File: src/rtl/load_store_unit_if.sv
// Request, response and data-memory signals of the load/store unit.
// The unit connects through the slave modport; the CPU/memory side uses master.
interface load_store_unit_if;
    logic        REQ_VALID;
    logic        REQ_READY;
    logic        REQ_LOAD;
    logic        REQ_STORE;
    logic [2:0]  FUNCT3;
    logic [31:0] BASE;
    logic [31:0] OFFSET;
    logic [31:0] STORE_DATA;
    logic        RESP_VALID;
    logic        RESP_READY;
    logic [31:0] RESP_DATA;
    logic [1:0]  RESP_FAULT;
    logic [3:0]  MEM_RW_EN;
    logic [31:0] MEM_ADDRESS;
    logic [31:0] MEM_WRITEDATA;
    logic [31:0] MEM_READDATA;
    logic [31:0] LOAD_CNT;
    logic [31:0] STORE_CNT;

    modport slave (
        input  REQ_VALID, REQ_LOAD, REQ_STORE, FUNCT3, BASE, OFFSET, STORE_DATA,
        input  RESP_READY, MEM_READDATA,
        output REQ_READY, RESP_VALID, RESP_DATA, RESP_FAULT,
        output MEM_RW_EN, MEM_ADDRESS, MEM_WRITEDATA, LOAD_CNT, STORE_CNT
    );

    modport master (
        output REQ_VALID, REQ_LOAD, REQ_STORE, FUNCT3, BASE, OFFSET, STORE_DATA,
        output RESP_READY, MEM_READDATA,
        input  REQ_READY, RESP_VALID, RESP_DATA, RESP_FAULT,
        input  MEM_RW_EN, MEM_ADDRESS, MEM_WRITEDATA, LOAD_CNT, STORE_CNT
    );
endinterface

File: src/rtl/load_store_unit.sv
// Single-outstanding load/store initiator: checks a request, issues one memory
// command, and returns load data or store completion with fault status.
module load_store_unit #(
    parameter int unsigned MEM_BYTES   = 524288,
    parameter bit          ALIGN_CHECK = 1'b1
) (
    input logic              CLK,
    input logic              RESET_N,
    load_store_unit_if.slave lsu
);
    typedef enum logic [1:0] {
        IDLE  = 2'd0,
        ISSUE = 2'd1,
        WAIT  = 2'd2,
        RESP  = 2'd3
    } state_t;

    localparam logic [32:0] LAST_BYTE_C = 33'(MEM_BYTES) - 33'd1;

    state_t      state_r;
    state_t      state_next_s;
    logic        ready_r;
    logic        resp_valid_r;
    logic        is_load_r;
    logic [31:0] resp_data_r;
    logic [1:0]  resp_fault_r;
    logic [3:0]  mem_rw_en_r;
    logic [31:0] mem_address_r;
    logic [31:0] mem_writedata_r;
    logic [31:0] load_cnt_r;
    logic [31:0] store_cnt_r;

    logic [31:0] ea_s;
    logic [32:0] size_s;
    logic [32:0] last_s;
    logic [3:0]  cmd_s;
    logic        illegal_s;
    logic        misaligned_s;
    logic [1:0]  fault_s;

    assign ea_s   = lsu.BASE + lsu.OFFSET;
    // 33-bit end address so a request straddling 2^32 still reads as out of range
    assign last_s = {1'b0, ea_s} + size_s - 33'd1;

    // Decode the request into access size, memory command and legality
    always_comb begin
        illegal_s = 1'b0;
        size_s    = 33'd1;
        cmd_s     = 4'b0000;
        if (lsu.REQ_LOAD == lsu.REQ_STORE) begin
            illegal_s = 1'b1;
        end else if (lsu.REQ_LOAD) begin
            cmd_s = {1'b1, lsu.FUNCT3};
            case (lsu.FUNCT3)
                3'b000, 3'b100: size_s = 33'd1;
                3'b001, 3'b101: size_s = 33'd2;
                3'b010:         size_s = 33'd4;
                default:        illegal_s = 1'b1;
            endcase
        end else begin
            case (lsu.FUNCT3)
                3'b000: begin size_s = 33'd1; cmd_s = 4'b1011; end
                3'b001: begin size_s = 33'd2; cmd_s = 4'b1110; end
                3'b010: begin size_s = 33'd4; cmd_s = 4'b1111; end
                default: illegal_s = 1'b1;
            endcase
        end
    end

    // Prioritised fault code: illegal, then misaligned, then out of range
    always_comb begin
        misaligned_s = ALIGN_CHECK &&
                       (((size_s == 33'd2) && ea_s[0]) ||
                        ((size_s == 33'd4) && (ea_s[1:0] != 2'b00)));
        if (illegal_s) begin
            fault_s = 2'b11;
        end else if (misaligned_s) begin
            fault_s = 2'b01;
        end else if (last_s > LAST_BYTE_C) begin
            fault_s = 2'b10;
        end else begin
            fault_s = 2'b00;
        end
    end

    // Next-state logic
    always_comb begin
        state_next_s = state_r;
        case (state_r)
            IDLE: begin
                if (lsu.REQ_VALID) begin
                    state_next_s = (fault_s != 2'b00) ? RESP : ISSUE;
                end else begin
                    state_next_s = IDLE;
                end
            end
            ISSUE:   state_next_s = is_load_r ? WAIT : RESP;
            WAIT:    state_next_s = RESP;
            RESP:    state_next_s = lsu.RESP_READY ? IDLE : RESP;
            default: state_next_s = IDLE;
        endcase
    end

    // State register, handshake flags and the memory command registers
    always_ff @(posedge CLK or negedge RESET_N) begin
        if (!RESET_N) begin
            state_r         <= IDLE;
            ready_r         <= 1'b1;
            resp_valid_r    <= 1'b0;
            mem_rw_en_r     <= 4'b0000;
            mem_address_r   <= 32'd0;
            mem_writedata_r <= 32'd0;
        end else begin
            state_r      <= state_next_s;
            ready_r      <= (state_next_s == IDLE);
            resp_valid_r <= (state_next_s == RESP);
            // The command is loaded on the accept edge so it is live for exactly the ISSUE cycle
            if (state_next_s == ISSUE) begin
                mem_rw_en_r     <= cmd_s;
                mem_address_r   <= ea_s;
                mem_writedata_r <= lsu.REQ_STORE ? lsu.STORE_DATA : 32'd0;
            end else begin
                mem_rw_en_r     <= 4'b0000;
                mem_address_r   <= 32'd0;
                mem_writedata_r <= 32'd0;
            end
        end
    end

    // Response payload and completion counters
    always_ff @(posedge CLK or negedge RESET_N) begin
        if (!RESET_N) begin
            is_load_r    <= 1'b0;
            resp_data_r  <= 32'd0;
            resp_fault_r <= 2'b00;
            load_cnt_r   <= 32'd0;
            store_cnt_r  <= 32'd0;
        end else begin
            case (state_r)
                IDLE: begin
                    if (lsu.REQ_VALID) begin
                        is_load_r    <= lsu.REQ_LOAD;
                        resp_fault_r <= fault_s;
                        resp_data_r  <= 32'd0;
                    end
                end
                ISSUE: begin
                    if (!is_load_r) begin
                        store_cnt_r <= store_cnt_r + 32'd1;
                    end
                end
                WAIT: begin
                    resp_data_r <= lsu.MEM_READDATA;
                    load_cnt_r  <= load_cnt_r + 32'd1;
                end
                RESP: begin
                    if (lsu.RESP_READY) begin
                        resp_data_r  <= 32'd0;
                        resp_fault_r <= 2'b00;
                    end
                end
                default: begin
                    resp_data_r  <= 32'd0;
                    resp_fault_r <= 2'b00;
                end
            endcase
        end
    end

    assign lsu.REQ_READY     = ready_r;
    assign lsu.RESP_VALID    = resp_valid_r;
    assign lsu.RESP_DATA     = resp_data_r;
    assign lsu.RESP_FAULT    = resp_fault_r;
    assign lsu.MEM_RW_EN     = mem_rw_en_r;
    assign lsu.MEM_ADDRESS   = mem_address_r;
    assign lsu.MEM_WRITEDATA = mem_writedata_r;
    assign lsu.LOAD_CNT      = load_cnt_r;
    assign lsu.STORE_CNT     = store_cnt_r;
endmodule

File: src/flat_wrapper.sv
// flat-port wrapper written by rule: the top's interface ports become plain ports
module load_store_unit_flat 
#(
    parameter int unsigned MEM_BYTES   = 524288,
    parameter bit          ALIGN_CHECK = 1'b1
)
  (CLK, RESET_N, lsu_REQ_VALID, lsu_REQ_LOAD, lsu_REQ_STORE, lsu_FUNCT3, lsu_BASE, lsu_OFFSET, lsu_STORE_DATA, lsu_RESP_READY, lsu_MEM_READDATA, lsu_REQ_READY, lsu_RESP_VALID, lsu_RESP_DATA, lsu_RESP_FAULT, lsu_MEM_RW_EN, lsu_MEM_ADDRESS, lsu_MEM_WRITEDATA, lsu_LOAD_CNT, lsu_STORE_CNT);
  load_store_unit_if lsu_i ();
  input logic CLK;
  input logic RESET_N;
  input wire logic [$bits(lsu_i.REQ_VALID)-1:0] lsu_REQ_VALID;
  input wire logic [$bits(lsu_i.REQ_LOAD)-1:0] lsu_REQ_LOAD;
  input wire logic [$bits(lsu_i.REQ_STORE)-1:0] lsu_REQ_STORE;
  input wire logic [$bits(lsu_i.FUNCT3)-1:0] lsu_FUNCT3;
  input wire logic [$bits(lsu_i.BASE)-1:0] lsu_BASE;
  input wire logic [$bits(lsu_i.OFFSET)-1:0] lsu_OFFSET;
  input wire logic [$bits(lsu_i.STORE_DATA)-1:0] lsu_STORE_DATA;
  input wire logic [$bits(lsu_i.RESP_READY)-1:0] lsu_RESP_READY;
  input wire logic [$bits(lsu_i.MEM_READDATA)-1:0] lsu_MEM_READDATA;
  output wire logic [$bits(lsu_i.REQ_READY)-1:0] lsu_REQ_READY;
  output wire logic [$bits(lsu_i.RESP_VALID)-1:0] lsu_RESP_VALID;
  output wire logic [$bits(lsu_i.RESP_DATA)-1:0] lsu_RESP_DATA;
  output wire logic [$bits(lsu_i.RESP_FAULT)-1:0] lsu_RESP_FAULT;
  output wire logic [$bits(lsu_i.MEM_RW_EN)-1:0] lsu_MEM_RW_EN;
  output wire logic [$bits(lsu_i.MEM_ADDRESS)-1:0] lsu_MEM_ADDRESS;
  output wire logic [$bits(lsu_i.MEM_WRITEDATA)-1:0] lsu_MEM_WRITEDATA;
  output wire logic [$bits(lsu_i.LOAD_CNT)-1:0] lsu_LOAD_CNT;
  output wire logic [$bits(lsu_i.STORE_CNT)-1:0] lsu_STORE_CNT;
  assign lsu_i.REQ_VALID = lsu_REQ_VALID;
  assign lsu_i.REQ_LOAD = lsu_REQ_LOAD;
  assign lsu_i.REQ_STORE = lsu_REQ_STORE;
  assign lsu_i.FUNCT3 = lsu_FUNCT3;
  assign lsu_i.BASE = lsu_BASE;
  assign lsu_i.OFFSET = lsu_OFFSET;
  assign lsu_i.STORE_DATA = lsu_STORE_DATA;
  assign lsu_i.RESP_READY = lsu_RESP_READY;
  assign lsu_i.MEM_READDATA = lsu_MEM_READDATA;
  assign lsu_REQ_READY = lsu_i.REQ_READY;
  assign lsu_RESP_VALID = lsu_i.RESP_VALID;
  assign lsu_RESP_DATA = lsu_i.RESP_DATA;
  assign lsu_RESP_FAULT = lsu_i.RESP_FAULT;
  assign lsu_MEM_RW_EN = lsu_i.MEM_RW_EN;
  assign lsu_MEM_ADDRESS = lsu_i.MEM_ADDRESS;
  assign lsu_MEM_WRITEDATA = lsu_i.MEM_WRITEDATA;
  assign lsu_LOAD_CNT = lsu_i.LOAD_CNT;
  assign lsu_STORE_CNT = lsu_i.STORE_CNT;
  load_store_unit #(.MEM_BYTES(MEM_BYTES), .ALIGN_CHECK(ALIGN_CHECK)) u_core (.CLK(CLK), .RESET_N(RESET_N), .lsu(lsu_i));
endmodule
File: config.mk
export PLATFORM = sky130hd
export DESIGN_NAME = load_store_unit_flat
export DESIGN_NICKNAME = d
export VERILOG_FILES = /design/src/rtl/load_store_unit_if.sv /design/src/rtl/load_store_unit.sv /design/src/flat_wrapper.sv
export SDC_FILE = /design/constraint.sdc
export NUM_CORES = 1
export LEC_CHECK = 0
export ABC_AREA = 1
export BUFFER_PORTS_ARGS = -buffer_cell sky130_fd_sc_hd__buf_2
export CORE_UTILIZATION = 46
export DETAILED_ROUTE_END_ITERATION = 12
export PLACE_DENSITY = 0.75
export SETUP_SLACK_MARGIN = 0.02
export SLEW_MARGIN = 40
export SYNTH_ARGS = -nofsm -noshare
export SYNTH_HDL_FRONTEND = slang
export SYNTH_SLANG_ARGS = --single-unit
File: constraint.sdc
create_clock -name CLK -period 3.35 [get_ports CLK]
set_clock_uncertainty 0.2 [all_clocks]
set_input_delay 0.1675 -clock CLK [delete_from_list [all_inputs] [get_ports CLK]]
set_output_delay 0.1675 -clock CLK [all_outputs]
set_load 0.005 [all_outputs]
==> results.py <==
metrics = {
    "placement": {
        "gp_congestion": 0.8777,
        "place_inst": 1890,
        "dpl.hpwl_um": 20440,
        "port_buffers": 304,
        "preCtsSetupSlack_ns": -1.341,
    },
    "sta": {
        "setup_viol": 72,
        "hold-worst-slack_ns": 0.05370,
        "layout_setup_ws_ns": -1.010,
        "hold_viol_final": 0,
        "clock.fmax_mhz": 229.4,
        "maxSlewHeadroom_pct": 53.95,
        "period_share_pct": 130.1,
        "rsz0062_at_grt": "true",
        "min_period_ns": 4.360,
        "worst_pin_slew_ns": 0.6907,
        "slew_violations": 0,
    },
    "critical_path": {
        "path_common_cell": "nand2_1",
        "crit_end": "u_core.lsu.MEM_RW_EN[0]$_DFF_PN0_",
        "r2r_start": "u_core.state_r[1]$_DFF_PN0_",
        "critical_path.max_stage_delay_ns": 0.35,
        "startpoint": "lsu_OFFSET[4]",
        "crit_required_ns": 3.50,
        "crit_type": "primary input to register",
        "crit_slowest_cell": "ha_1",
        "r2r_end": "u_core.lsu.STORE_CNT[31]$_DFFE_PN0P_",
        "path_max_fanout": 26,
        "crit_path_end_kind": "register",
        "reg2reg_setup_slack_ns": 0.19,
        "worstPathArrival_ns": 4.51,
        "reg2reg_depth": 20,
        "startpoint_type": "primary input",
    },
    "clocking": {
        "clkTransAtPathRegs_ns": 0.06,
        "cts-buffers-inserted": 17,
        "insertion_delay_ns": 0.43,
        "cts_buffer_depth": 2,
        "clockRootBuffer": "clkbuf_16",
        "cts_tree": "yes",
        "clock_sinks": 171,
        "cts_max_level": 4,
    },
    "synth": {
        "syn_area_sq_um": 9799,
        "syn_avg_cell_area_sq_um": 8.596,
        "synth-seq-area-share_pct": 43.68,
        "yosysUniqueCellTypes": 53,
        "synth_ff_type": "dfrtp_1",
        "synth_edf_count": 0,
        "syn_inst": 1140,
        "yosysWarnings": 0,
        "async_flop_share_pct": 100.0,
        "synth_nets": 1346,
        "ys_ff_latch": 171,
    },
    "power": {
        "p_leak_nw": 8.459,
        "powerDensity_nw_per_um2": 609.4,
        "p_total_mw": 9.123,
        "irDropWorstVdd_v": 0.0003544,
    },
    "final_layout": {
        "seqCellArea_sq_um": 4280,
        "n_fill_cell": 1551,
        "multi_input_area_sq_um": 5207,
        "fin_nets": 1923,
        "final_cells": 2006,
        "drive_gt1_share_pct": 38.52,
        "area_growth_pct": 52.77,
    },
    "floorplanning": {
        "die-area_sq_um": 21890,
        "row_count": 53,
        "num_io_pins": 305,
        "fp.coreArea_sq_um": 20960,
        "fp.dieW_um": 148.0,
        "die_h_um": 148.0,
        "start_util_pct": 46.76,
    },
    "routing": {
        "finalWirelength_um": 28710,
        "drt-wirelength-per-cell_um": 14.31,
        "drt-pass1-iter-count": 5,
        "routed_via_density": 4.924,
        "dr.first_iter.drc_count": 462,
        "via_count": 9878,
        "drtAntennaViolNets": 0,
        "drc": 0,
    },
    "global_route": {
        "antenna_found_initial": 1,
        "grt_pass1_wl_um": 45150,
        "grt_max_degree": 76,
        "grt.overflow.total": 0,
        "grt_usage_pct": 25.99,
        "grt_pass1_vias": 9673,
    },
    "outcome": {
        "status": "complete, but fails checks",
        "violations": "setup timing",
    },
    "job": {
        "drv_cap": 0,
    },
    "min_path": {
        "min_path_type": "primary input to register",
    },
}
-- kinds of logic (layout without fill, tap and decap cells) --
kind of cell | count (synthesis) | in the layout | share of synthesized area, %
AND/OR/NAND/NOR | 478 | 478 | 22.60
AO/OA/AOI/OAI | 148 | 148 | 9.627
buffers and inverters | 189 | 778 | 7.508
other | 0 | 2 | 0
XOR/XNOR | 84 | 84 | 7.508
flip-flops | 171 | 171 | 43.68
adder cells (fa/ha/maj) | 69 | 69 | 8.963
multiplexers | 1 | 1 | 0.1149
-- metrics by stage --
step,utilization [%],setup TNS [ns],area [sq um]
floorplan,-,-44.53,10040
global placement,63.16,-82.95,13240
detailed placement,63.16,-91.92,13240
CTS,70.22,-58.52,14720
global route,71.43,-87.91,14970
finish,71.44,-66.91,14970
-- synth_stat cells (2+ instances only) --
cell type  number  area share (%)
nand3_2         4            0.41
or2_2           2            0.13
clkbuf_1        6            0.23
inv_2           2           0.077
nor2_2         28             1.8
xnor2_1        34             3.0
a31o_2          2            0.18
inv_1         175             6.7
o21ai_0        24             1.2
buf_2           3            0.15
nand3b_1        4            0.31
xor2_1         50             4.5
fa_1            2            0.41
dfrtp_1       170              43
nand2_1       219             8.4
o21a_1          8            0.61
and3_1          4            0.26
a22o_1         32             2.9
nand4_1        12            0.77
buf_6           3            0.34
nor3_2          2            0.20
nor4_2          2            0.26
nand3_1        60             3.1
o22ai_1         2            0.13
nor4_1          2            0.13
nand2_2        11            0.70
a21oi_1        59             3.0
a211oi_1        2            0.15
o21bai_1        5            0.38
a31oi_1         5            0.32
nor3_1         12            0.61
nor2_1        104             4.0
ha_1           67             8.6
nor2_4          4            0.46
-- sequential cells by signal (all words and copies together), names as in the netlist --
name and flops:
u_core.lsu.LOAD_CNT 32, u_core.lsu.RESP_DATA 32, u_core.lsu.RESP_FAULT 2, u_core.lsu.STORE_CNT 32
u_core.lsu.REQ_READY 1, u_core.lsu.MEM_ADDRESS 32, u_core.lsu.MEM_WRITEDATA 32, u_core.lsu.RESP_VALID 1
u_core.lsu.MEM_RW_EN 4, u_core.is_load_r 1, u_core.state_r 2
-- layer usage --
layer / GRT usage (%) / wire length (um) / up-vias
li1: - / - / 4830
met1: 30.53 / 11750 / 4597
met2: 46.11 / 14420 / 370
met3: 4.722 / 1629 / 81
met4: 11.65 / 912 / 0
met5: 0 / 0 / -
-- worst max-delay path: cells and delay by family --
| kind | cells | cell delay [ns] |
|---|---|---|
| AO/OA/AOI/OAI | 5 | 0.76 |
| XOR/XNOR | 1 | 0.16 |
| adder cells (fa/ha/maj) | 2 | 0.60 |
| buffers and inverters | 6 | 0.72 |
| AND/OR/NAND/NOR | 19 | 2.08 |
-- power breakdown --
part           leakage [nW]  internal (mW)  switching (mW)
logic                  5.83           1.96            2.11
clock network         0.323           1.34           0.884
registers              2.31           2.53           0.293
total                  8.46           5.83            3.29
-- final cells by class --
type                       instances  share of cell area, %
antenna                            2                0.03343
clock buffer                      17                  2.842
clock inverter                    14                  1.538
inverter                         177                  4.471
multi-input combinational        780                  34.78
sequential                       171                  28.59
tap                              275                  2.298
timing repair buffer             570                  25.44
-- worst min path at each step --
stage	start	end	cells past startpoint	slack [ns]
after floorplan	RESET_N	u_core.is_load_r$_DFFE_PN0P_	0	-0.33
after global placement	RESET_N	u_core.lsu.STORE_CNT[21]$_DFFE_PN0P_	1	0.04
after detailed placement	RESET_N	u_core.lsu.STORE_CNT[21]$_DFFE_PN0P_	1	0.03
after CTS	lsu_REQ_LOAD	u_core.is_load_r$_DFFE_PN0P_	4	0.01
after global routing	lsu_REQ_LOAD	u_core.is_load_r$_DFFE_PN0P_	4	0.07
final	lsu_REQ_LOAD	u_core.is_load_r$_DFFE_PN0P_	4	0.05
-- layout by cell type, fill, tap and decap left out, types with 13 or more instances in the layout --
cell type	n
nand3_1	56
nor2_1	87
buf_4	189
a22o_1	32
nand2_2	23
nand2_1	206
buf_2	297
ha_4	13
ha_1	53
dlygate4sd3_1	71
xnor2_1	33
nor2_4	15
o21ai_0	21
clkbuf_16	17
nor2_2	34
inv_1	171
a21oi_1	50
dfrtp_1	170
xor2_1	49
-- repair_timing --
item / in CTS / in global routing
pin swaps: 2 / 16
hold buffers: 71 / 0
gates resized for setup: 17 / 49
endpoints found under the hold margin: 141 / 0
buffers inserted: 2 / 9
cloned: 1 / 0
endpoints found under the setup margin: 72 / 82
(Power assumes the default switching activity.)
